`config.mk`:
```
export PLATFORM = sky130hd
export DESIGN_NAME = alu_seq
export DESIGN_NICKNAME = d
export VERILOG_FILES = /design/src/rtl/alu_seq.sv
export SDC_FILE = /design/constraint.sdc
export NUM_CORES = 1
export LEC_CHECK = 0
export ABC_AREA = 1
export BUFFER_PORTS_ARGS = -buffer_cell sky130_fd_sc_hd__buf_2
export CORE_UTILIZATION = 27
export CTS_BUF_LIST = sky130_fd_sc_hd__clkbuf_16
export CTS_CLUSTER_DIAMETER = 50
export DETAILED_ROUTE_END_ITERATION = 6
export PLACE_DENSITY = 0.49
export SLEW_MARGIN = 25
export SYNTH_ARGS = -nofsm -noshare
export SYNTH_HDL_FRONTEND = slang
export SYNTH_SLANG_ARGS = --single-unit
```
`constraint.sdc`:
```
create_clock -name clk -period 2.2 [get_ports clk]
set_input_delay 0.22 -clock clk [delete_from_list [all_inputs] [get_ports clk]]
set_output_delay 0.22 -clock clk [all_outputs]
set_load 0.01 [all_outputs]
```
`src/rtl/alu_seq.sv`:
```
// alu_seq: single-issue ALU with valid/ready handshakes on both sides.
// Non-shift ops complete on the accept edge. lsl/lsr shift one bit per
// cycle, so a shift by s takes 1+s cycles to produce its result.
module alu_seq #(
  parameter int WIDTH = 4
) (
  input  logic             clk,
  input  logic             rst,
  input  logic             in_valid,
  output logic             in_ready,
  input  logic [3:0]       op,
  input  logic [WIDTH-1:0] rx,
  input  logic [WIDTH-1:0] ry,
  input  logic [WIDTH-1:0] mem,
  output logic             out_valid,
  input  logic             out_ready,
  output logic [WIDTH-1:0] out,
  output logic             z,
  output logic             n,
  output logic             c,
  output logic             v
);

  localparam int CW = $clog2(WIDTH) + 1;   // counter holds 0..WIDTH
  localparam int M  = WIDTH - 1;
  localparam logic [CW-1:0]    SMAX = CW'(WIDTH);
  localparam logic [WIDTH-1:0] WLIM = WIDTH'(WIDTH);

  localparam logic [3:0] OP_LSL = 4'b0111;
  localparam logic [3:0] OP_LSR = 4'b1000;

  typedef enum logic [1:0] {IDLE, SHIFT, DONE} state_t;

  state_t           state;
  logic [WIDTH-1:0] acc;
  logic [CW-1:0]    cnt;
  logic             left;

  logic             accept, is_shift;
  logic [CW-1:0]    s;
  logic [WIDTH:0]   sum, dif;
  logic [WIDTH-1:0] res;
  logic             rc, rv;
  logic [WIDTH-1:0] acc_nx;
  logic             sbit;

  // A draining DONE cycle can take the next request on the same edge.
  assign in_ready = (state == IDLE) | ((state == DONE) & out_ready);
  assign accept   = in_valid & in_ready;
  assign is_shift = (op == OP_LSL) | (op == OP_LSR);
  // Shifting WIDTH or more positions all yields zero; cap to bound latency.
  assign s        = (ry >= WLIM) ? SMAX : CW'(ry);

  // Single-cycle result and flags for the op presented at the input.
  always_comb begin
    sum = {1'b0, rx} + {1'b0, ry};
    dif = {1'b0, rx} - {1'b0, ry};
    res = rx;
    rc  = 1'b0;
    rv  = 1'b0;
    case (op)
      4'b0000: res = '0;
      4'b0001: begin
        res = sum[M:0];
        rc  = sum[WIDTH];
        rv  = (rx[M] == ry[M]) && (res[M] != rx[M]);
      end
      4'b0010: begin
        res = dif[M:0];
        rc  = dif[WIDTH];                 // borrow: rx < ry unsigned
        rv  = (rx[M] != ry[M]) && (res[M] != rx[M]);
      end
      4'b0011: res = rx & ry;
      4'b0100: res = rx | ry;
      4'b0101: res = rx ^ ry;
      4'b0110: res = ~rx;
      4'b1110: res = mem;
      default: res = rx;                  // includes zero-count shifts
    endcase
  end

  // One shift step; sbit is the bit falling off the end.
  always_comb begin
    acc_nx = left ? {acc[M-1:0], 1'b0} : {1'b0, acc[M:1]};
    sbit   = left ? acc[M] : acc[0];
  end

  // Control FSM plus registered result/flags.
  always_ff @(posedge clk) begin
    if (rst) begin
      state     <= IDLE;
      acc       <= '0;
      cnt       <= '0;
      left      <= 1'b0;
      out       <= '0;
      out_valid <= 1'b0;
      {z, n, c, v} <= 4'b0000;
    end else begin
      case (state)
        IDLE, DONE: begin
          if (accept) begin
            if (is_shift && (s != '0)) begin
              acc       <= rx;
              cnt       <= s;
              left      <= (op == OP_LSL);
              out_valid <= 1'b0;
              state     <= SHIFT;
            end else begin
              out       <= res;
              z         <= (res == '0);
              n         <= res[M];
              c         <= rc;
              v         <= rv;
              out_valid <= 1'b1;
              state     <= DONE;
            end
          end else if (state == DONE && out_ready) begin
            out_valid <= 1'b0;
            state     <= IDLE;
          end
        end
        SHIFT: begin
          acc <= acc_nx;
          cnt <= cnt - 1'b1;
          if (cnt == CW'(1)) begin
            out       <= acc_nx;
            z         <= (acc_nx == '0);
            n         <= acc_nx[M];
            c         <= sbit;
            v         <= 1'b0;
            out_valid <= 1'b1;
            state     <= DONE;
          end
        end
        default: state <= IDLE;
      endcase
    end
  end

endmodule

```
## Word-level counts from Yosys, hierarchy flattened

Index checks and enable logic that the tools add are counted.

| operators by class | value |
|---|---|
| add/subtract/negate cells | 3 |
| $lt $le $gt $ge | 1 |
| equal/unequal tests | 21 |
| muxes and demuxes | 42 |
| bitwise gates (word level) | 8 |
| reductions and logical operators | 16 |

Operators by type and width:

| kind | count |
|---|---|
| 4-bit case mux with 8 select lines | 1 |
| 4-bit two-way mux | 6 |
| 1-bit two-way mux | 17 |
| 4-bit by 3-bit == test with 1-bit output (second input constant) | 4 |
| 4-bit case mux with 2 select lines | 2 |
| 1-bit case mux with 2 select lines | 7 |
| 4-bit logical NOT | 3 |
| 3-bit two-way mux | 3 |
| 3-bit AND reduction | 3 |
| 4-bit by 2-bit == test with 1-bit output (second input constant) | 2 |
| 4-bit == test (second input constant) | 2 |
| 2-bit two-way mux | 4 |
| 2-bit != test (second input constant) | 4 |
| 3-bit case mux with 2 select lines | 1 |
| 4-bit by 4-bit adder with 5-bit output | 1 |
| 4-bit by 4-bit subtractor with 5-bit output | 1 |
| 4-bit AND | 1 |
| 4-bit by 1-bit == test with 1-bit output (second input constant) | 1 |
| 4-bit by 3-bit >= comparator with 1-bit output (second input constant) | 1 |
| 1-bit logical AND | 4 |
| 4-bit NOT | 1 |
| 4-bit OR | 1 |
| 2-bit case mux with 2 select lines | 1 |
| 4-bit AND reduction | 1 |
| other kinds (15) | 19 |

| word-level totals | value |
|---|---|
| register bits after elaboration | 19 |
| logic and storage cells | 101 |

## Longest topological paths before layout

Gate-level depths: netlist of the first run.

| logic depth | value |
|---|---|
| depth in word-level cells | 7 |
| depth in mapped cells | 13 |
| gate-level depth less buffers | 13 |

## Least setup slack after synthesis of the first run

Ideal clock, no wire load.

| path | value |
|---|---|
| path type | input port to flip-flop |
| start point | in rx[0] |
| end point | reg out[2] |
| setup time | 0.116 ns |
| data arrival time | 1.501 ns |
| data required time | 2.084 ns |
| setup slack | 0.583 ns |
| cell stages on the path | 13 |
| path buffers | 0 |
| path through | inv_1 -> ha_1 -> inv_1 -> fa_1 -> xnor2_1 -> nand2_1 -> nand2_1 -> nor2_1 -> nand3_1 -> nand2_1 -> nand3_1 -> o211ai_1 -> inv_1 |

| on the way | value |
|---|---|
| cells in the longest elaborated chain, start to end | 5 |
| elaborated cells on any way between the ends | 6 |

Ends and longest elaborated chain:

| what | RTL line | RTL |
|---|---|---|
| start, declared | 12 | `input logic [WIDTH-1:0] rx,` |
| 4-bit by 4-bit subtractor with 5-bit output or 4-bit by 4-bit adder with 5-bit output (tied branches) | 57, 56 |  |
| 4-bit case mux with 8 select lines * | 61 | `case (op)` |
| 4-bit two-way mux * | 102 | `if (is_shift && (s != '0)) begin` |
| 4-bit two-way mux * | 101 | `if (accept) begin` |
| 4-bit case mux with 2 select lines * | 99 | `case (state)` |
| end signal, assigned | 109 | `out <= res;` |
| end signal, assigned | 126 | `out <= acc_nx;` |
| end, declared | 17 | `output logic [WIDTH-1:0] out,` |

Every way passes the cells marked *; elsewhere a longest branch is shown, timed or not. The select of a mux whose other input is x is not followed.
A chain may end at the register's enable or synchronous reset.

## Worst setup path after layout of the first run

Same ends and word-level chain as after synthesis.

==> metrics, run 1 <==
Initial Util 28.4%; final setup vio count 0; setup TNS 0 ns; Tmin final 1.80 ns; vias 1818; gpl congestion 0.913; H-tree depth 1; post-synthesis sequential area ratio 21.1%; share of layout cells above drive strength 1 17.8%; postcts setup bufs 0; element type at the critical path start input port; Synth area leader dfxtp_1; CTS max path bufs 2; Clock Sinks 18; Lkg Pwr 1.07 nW; Final ANT Viol Nets 0; synth top area cells dfxtp_1 (21%), nand2_1 (13%), nand3_1 (11%), ha_1 (10%), inv_1 (9.4%); worst hold path class input port to register; Clk pin slew, worst setup/hold paths 0.05 ns; Mapped Cells 278; Least-Margin Pin Slew 0.417 ns; Gate power share 28.1%; clk_lat worst skew 0.25 ns; drt wl/cell 12.7 µm; number of antenna diodes 0; Num CTS Buffers 3; Placed Cells 381; CTS resizes 0; area grow syn2layout 18.2%; Die Y 81.6 µm; IO Count 30; top-count cell post-synth nand2_1; peak supply drop 294 µV; fin crit share 81.9%; Worst Path Arrival 1.94 ns; Fmax 555 MHz; Net Switching 0.317 mW; RSZ-0062 raised after global routing no; Worst Skew 0.00297 ns; nets 347; number of distinct library cells after synthesis 31; final hold vios 0; Synth Warn # 0; area of the multi-input gates 0.00114 mm²; Hold Buf Count CTS 0; Avg Inst Size Synth 6.15 µm²; post-synthesis sequential element count 18; P per Cell Area 496 mW/mm²; Tot GR Track Use 16.1%; grt ovf 0; Rows 28; Switching Share 31.6%; Max-slew headroom 72.1%; sequential power share 35.8%; Post-synth top cells nand2_1 (61), inv_1 (43), nand3_1 (39); Main synth FF type dfxtp_1; Post-Route WL 4.87 mm; status finished, final reports clean; Post-synth ARST share 0%; Iteration-0 DRC Markers 130; vias in the first global route 1671; IO Port Bufs 29; Die ar. 0.00665 mm²; WS Path Type input port to register; FF+latch area 360 µm²; Mapped Nets 314; vias per std cell 4.73; initial antenna violation count 0; Hold WS 0.270 ns; first-pass GRT wire length 8.16 mm; top-area cell type share of the netlist area 21.1%; Post-Layout Cell Count 384; Worst Path Required 2.34 ns; Worst setup EP type register; Synth Cell Area 0.00171 mm²; clock share of power 36.1%; DRC Markers 0; Core Footprint 0.00603 mm²; Crit Path Max Fanout 4; CTS Root Cell clkbuf_16; Post-synth EDFFs 0; Max Cap Viol 0; dpl hpwl 3.94 mm; Die X 81.6 µm; Pint 0.685 mW; Slew Limit Fails 0; Layout fillers 704; CTS tree built; drt first pass iters 4; largest net degree at the start of global routing 11
area by class of cell:
type | count | share of cell area, %
multi-input cells | 208 | 56.3
inverters | 48 | 9.16
flip-flops and latches | 18 | 17.8
repair buffers | 32 | 8.30
clock buffers | 3 | 3.72
well taps | 75 | 4.64
sequential cells by signal, summed over array words and instances (netlist names):
register / flops
acc: 4
out: 4
cnt: 3
state: 2
c: 1
left: 1
out_valid: 1
v: 1
z: 1
layout by cell type, fill, tap and decap left out, types with 2 or more instances in the layout:
| master | Yosys | routed |
|---|---|---|
| o21ai_0 | 12 | 12 |
| buf_2 | 2 | 29 |
| nand3b_1 | 3 | 3 |
| nand2_1 | 61 | 61 |
| nand2_4 | 2 | 2 |
| a21oi_1 | 17 | 17 |
| o211ai_1 | 3 | 3 |
| fa_1 | 2 | 2 |
| nand2_2 | 7 | 7 |
| o21ai_1 | 2 | 2 |
| nor2_1 | 31 | 31 |
| clkbuf_16 | 0 | 3 |
| inv_2 | 4 | 4 |
| dfxtp_1 | 18 | 18 |
| buf_4 | 2 | 3 |
| nand3_1 | 39 | 39 |
| nor2_2 | 2 | 2 |
| inv_1 | 43 | 43 |
| nor3_1 | 2 | 2 |
| ha_1 | 14 | 14 |
path summary, 6_finish.rpt:
| path | slack, ns | cells past startpoint | end | from |
|---|---|---|---|---|
| hold / removal | 0.27 | 2 | v$_SDFFE_PP0P_ | rst |
| setup / recovery | 0.40 | 14 | out[2]$_SDFFE_PP0P_ | rx[0] |
| setup reg to reg | 0.68 | 11 | c$_SDFFE_PP0P_ | state[0]$_SDFFE_PP0P_ |
| hold reg to reg | 0.47 | 2 | v$_SDFFE_PP0P_ | v$_SDFFE_PP0P_ |
routing by layer:
layer	GRT usage, %	share of wire [%]	wire length, µm
met1	23.0	51	2460
met2	24.1	43	2080
met3	3.11	5.0	243
met4	4.64	1.7	82
met5	0	0	0
cells by family (layout without fill, tap and decap cells):
logic type               Yosys count  count (layout)  share of synthesized area (%)
adder cells (fa/ha/maj)           16              16                           12.6
flip-flops                        18              18                           21.1
buffers and inverters             52              83                           12.3
AO/OA/AOI/OAI                     39              39                           12.7
XOR/XNOR                           2               2                           1.03
AND/OR/NAND/NOR                  151             151                           40.3
worst max-delay path, stage by stage:
cell and delay, ns:
buf_2 0.12, inv_1 0.15, ha_1 0.17, inv_1 0.06, fa_1 0.40, xnor2_1 0.14, nand2_1 0.06, nand2_1 0.05
nor2_1 0.11, nand3_1 0.14, nand2_1 0.09, nand3_1 0.09, o211ai_1 0.10, inv_1 0.05
power groups by stage:
stage	logic [mW]	clock network [mW]	registers, mW
2_1_floorplan	0.182	0	0.370
4_1_cts	0.283	0.374	0.359
3_5_place_dp	0.281	0	0.366
3_3_place_gp	0.283	0	0.366
5_1_grt	0.323	0.386	0.362
6_report	0.282	0.361	0.359
stage by stage:
stage / worst slack [ns] / instance area (µm²) / power, mW / util (%)
final: 0.398 / 2020 / 1.00 / 33.5
after global routing: 0.266 / 2020 / 1.07 / 33.5
after detailed placement: 0.150 / 1950 / 0.647 / 32.3
after floorplan: 0.583 / 1710 / 0.551 / -
after global placement: 0.0999 / 1950 / 0.649 / 32.3
after CTS: 0.408 / 2020 / 1.02 / 33.5
(Power assumes the default switching activity.)
==> inputs of run 2 (changes only) <==
- clock period: 2.2 -> 1.7 ns (I/O delays scaled with it)
==> metrics, run 2 (synthesized netlist as in run 1, its figures left out) <==
Critical Path Source rx[0]; Worst setup EP type register; vias per std cell 4.60; DRC Markers 0; Layout fillers 697; vias 1865; area grow syn2layout 28.2%; Reg2Reg Setup Slack 0.25 ns; WS Path Type input port to register; largest net degree at the start of global routing 11; Die Y 81.6 µm; drt first pass iters 4; IO Count 30; Clock Sinks 18; met1 Usage GRT 23.4%; Top delay family on crit path adder cells; Worst Path Required 1.89 ns; drt wl/cell 12.3 µm; gpl congestion 0.885; commonest cells after routing, fill and taps aside nand2_1 (61), inv_1 (42), nand3_1 (38), nor2_1 (31), buf_2 (29); worst hold path class input port to register; Slowest-stage cell, CP fa_1; CTS tree built; Post-Route WL 5.00 mm; share of layout cells above drive strength 1 24.2%; Least-Margin Pin Slew 0.386 ns; Hold Path Origin rst; largest stage delay on the critical path 0.39 ns; crit-path cells buf_2, inv_1, ha_1, inv_2, fa_1, xnor2_1, nand2_1, nand2_1, nor2_1, nand3_1, nor2_1, nand3_2, a21oi_2; Tmin final 1.55 ns; Rows 28; grt ovf 0; RSZ-0062 raised after global routing no; GR Util met3 2.44%; number of antenna diodes 0; number of buffer and inverter stages on the critical path 3; Worst Skew 0.00314 ns; Clk pin slew, worst setup/hold paths 0.05 ns; P per Cell Area 614 mW/mm²; dpl hpwl 4.10 mm; GR peak layer met2; Crit Path Max Fanout 3; clk_lat worst skew 0.25 ns; initial antenna violation count 0; vias in the first global route 1680; GR Layer Usage met2 24.7%; Hold Buf Count CTS 0; Max-slew headroom 74.2%; status finished, final reports clean; area of the multi-input gates 0.00115 mm²; IO Port Bufs 29; Die ar. 0.00665 mm²; first-pass GRT wire length 8.06 mm; nets 368; Worst Path Arrival 1.74 ns; Fmax 645 MHz; Tot GR Track Use 16.1%; Iteration-0 DRC Markers 103; final hold vios 0; Initial Util 28.4%; CTS max path bufs 2; Slew Limit Fails 0; worst reg2reg path startpoint cnt[1]$_SDFFE_PP0P_; Hold Crit Endpoint v$_SDFFE_PP0P_; FF+latch area 360 µm²; pre-CTS WS -0.0897 ns; commonest non-fill, non-tap cell in the layout nand2_1; Final ANT Viol Nets 0; Num CTS Buffers 3; Lkg Pwr 1.17 nW; biggest regs acc: 4 flops, out: 4 flops, cnt: 3 flops; Die X 81.6 µm; peak supply drop 337 µV; element type at the critical path start input port; WHS Path Cells 2; Core Footprint 0.00603 mm²; reg2reg path depth 11; Reg-to-Reg End c$_SDFFE_PP0P_; total power 1.34 mW; Max Cap Viol 0; CTS Root Cell clkbuf_16; fin crit share 91.2%; final setup vio count 0; H-tree depth 1; Final WS setup 0.150 ns
[run 2: cell count changes in the layout (fill, tap and decap cells not counted), sizes merged]
cell / delta
buf: +21
[run 2: timing repair]
action | CTS | global route
resized for setup | 0 | 4
setup endpoints to repair | 0 | 1
setup buffers | 0 | 1
[run 2: layout make-up]
type,count,share of cell area [%]
clock buffers,3,3.43
inverters,48,8.45
multi-input cells,208,52.5
flip-flops and latches,18,16.4
well taps,75,4.28
repair buffers,53,14.8
[run 2: routing by layer]
| layer | vias to the layer above | part of all wire, % |
|---|---|---|
| met5 | - | 0 |
| met4 | 0 | 1.1 |
| met3 | 6 | 4.2 |
| met2 | 40 | 45 |
| met1 | 827 | 50 |
| li1 | 992 | - |
[run 2: power breakdown]
part	switching (mW)	internal (mW)
Combinational	0.247	0.167
Sequential	0.0163	0.449
Clock	0.155	0.310
[run 2: worst max path at each step]
stage                               end  cells after the start
floorplan           out[2]$_SDFFE_PP0P_                     13
global placement         c$_SDFFE_PP0P_                     13
detailed placement       z$_SDFFE_PP0P_                     12
CTS                      z$_SDFFE_PP0P_                     12
global route             z$_SDFFE_PP0P_                     12
finish                   z$_SDFFE_PP0P_                     13
[run 2: per-stage QoR]
step / util, % / cells / TNS, ns / cell area, µm² / hold WS, ns
6_report: 36.4 / 405 / 0 / 2190 / 0.218
5_1_grt: 36.4 / 405 / 0 / 2190 / 0.222
4_1_cts: 36.0 / 404 / 0 / 2170 / 0.213
3_5_place_dp: 34.8 / 401 / -0.190 / 2100 / 0.466
3_3_place_gp: 34.8 / 401 / -0.273 / 2100 / 0.465
2_1_floorplan: - / 278 / 0 / 1710 / 0.350
==> inputs of run 3 (changes only) <==
- BUFFER_PORTS_ARGS: -buffer_cell sky130_fd_sc_hd__buf_2 -> -buffer_cell sky130_fd_sc_hd__buf_4
==> metrics, run 3 (synthesized netlist as in run 1, its figures left out) <==
number of antenna diodes 0; Clock Sinks 18; sequential power share 34.1%; Num CTS Buffers 3; Worst setup EP type register; Max-slew headroom 73.0%; fin crit share 90.3%; Slew Limit Fails 0; CP endpoint c$_SDFFE_PP0P_; Die Y 81.6 µm; clock share of power 34.1%; final setup vio count 0; Die X 81.6 µm; Crit Path Max Fanout 3; Hold WS 0.169 ns; CTS max path bufs 2; Die ar. 0.00665 mm²; Core Util, Final 37.6%; largest net degree at the start of global routing 11; first-pass GRT wire length 8.36 mm; Critical Path Source rx[0]; Worst Path Arrival 1.73 ns; Lkg Pwr 1.19 nW; worst reg2reg path startpoint cnt[1]$_SDFFE_PP0P_; IO Count 30; Net Switching 0.418 mW; Hold Path Origin rst; nets 368; Clk pin slew, worst setup/hold paths 0.05 ns; share of layout cells above drive strength 1 24.8%; Worst Path Required 1.89 ns; Max Cap Viol 0; clk_lat worst skew 0.25 ns; Tot GR Track Use 16.4%; Final Instance Area 0.00226 mm²; Switching Share 30.6%; met2 routed WL 2.10 mm; final hold vios 0; gpl congestion 0.867; status finished, final reports clean; WS Path Type input port to register; Pint 0.947 mW; vias per std cell 4.70; biggest regs acc: 4 flops, out: 4 flops, cnt: 3 flops; dpl cell area 0.00217 mm²; Core Footprint 0.00603 mm²; Rows 28; IO Port Bufs 29; Gate power share 31.8%; Tmin final 1.54 ns; Hold Buf Count CTS 0; P per Cell Area 603 mW/mm²; drt wl/cell 12.2 µm; drt first pass iters 4; Reg2Reg Setup Slack 0.22 ns; vias in the first global route 1740; Initial Util 28.4%; Iteration-0 DRC Markers 141; area grow syn2layout 32.4%; DRC Markers 0; Final ANT Viol Nets 0; Met1 Wirelength 2.53 mm; max layer used met4; dpl hpwl 3.97 mm; Least-Margin Pin Slew 0.405 ns; peak supply drop 423 µV; vias 1902; reg2reg path depth 11; H-tree depth 1; CTS Root Cell clkbuf_16; Fmax 651 MHz; setup TNS 0 ns; Post-Route WL 4.93 mm; total power 1.36 mW; Worst Skew 0.00199 ns; CTS tree built; commonest cells after routing, fill and taps aside nand2_1 (61), buf_4 (53), inv_1 (41), nand3_1 (38), nor2_1 (30); grt ovf 0; commonest non-fill, non-tap cell in the layout nand2_1; Reg-to-Reg End c$_SDFFE_PP0P_; met3 wire length 239 µm; worst hold path class input port to register; element type at the critical path start input port; initial antenna violation count 0
==> run 3: stage by stage <==
stage / worst slack, ns / std cells
4_1_cts: 0.100 / 404
2_1_floorplan: 0.133 / 278
3_3_place_gp: -0.145 / 401
5_1_grt: -0.00771 / 405
3_5_place_dp: -0.149 / 401
6_report: 0.165 / 405
==> run 3: area by class of cell <==
class / instances / area [µm²]
inverters: 48 / 185
fillers: 651 / 3760
multi-input cells: 208 / 1150
well taps: 75 / 93.8
repair buffers: 53 / 398
clock buffers: 3 / 75.1
flip-flops and latches: 18 / 360
==> run 3: power groups by stage <==
stage	sequential (mW)	clock (mW)	combinational, mW
after floorplan	0.478	0	0.235
after global placement	0.475	0	0.430
after detailed placement	0.474	0	0.427
after CTS	0.466	0.473	0.428
after global routing	0.469	0.491	0.490
final	0.466	0.465	0.434
==> run 3: routing by layer <==
metal | up-vias | global-route usage (%)
met1 | 854 | 23.3
met2 | 47 | 25.9
met4 | 0 | 2.86
li1 | 997 | -
met5 | - | 0
met3 | 4 | 3.00
==> run 3: worst max-delay path, stage by stage <==
cell,delay (ns)
buf_4,0.12
inv_2,0.05
ha_2,0.16
inv_2,0.05
fa_2,0.36
buf_4,0.14
nand2_1,0.06
a21oi_1,0.06
o31ai_1,0.25
nand2_1,0.12
nand3_1,0.08
nand2_1,0.05
inv_1,0.06
==> run 3: timing repair <==
item / in CTS / in global routing
resized for setup: 0 / 6
setup endpoints to repair: 0 / 2
setup buffers: 0 / 1
==> run 3: worst min-delay path by stage <==
stage,end,slack (ns),cells after the start
floorplan,acc[1]$_SDFFE_PP0P_,0.35,2
global placement,v$_SDFFE_PP0P_,0.42,2
detailed placement,v$_SDFFE_PP0P_,0.43,2
CTS,v$_SDFFE_PP0P_,0.17,2
global route,v$_SDFFE_PP0P_,0.17,2
finish,v$_SDFFE_PP0P_,0.17,2
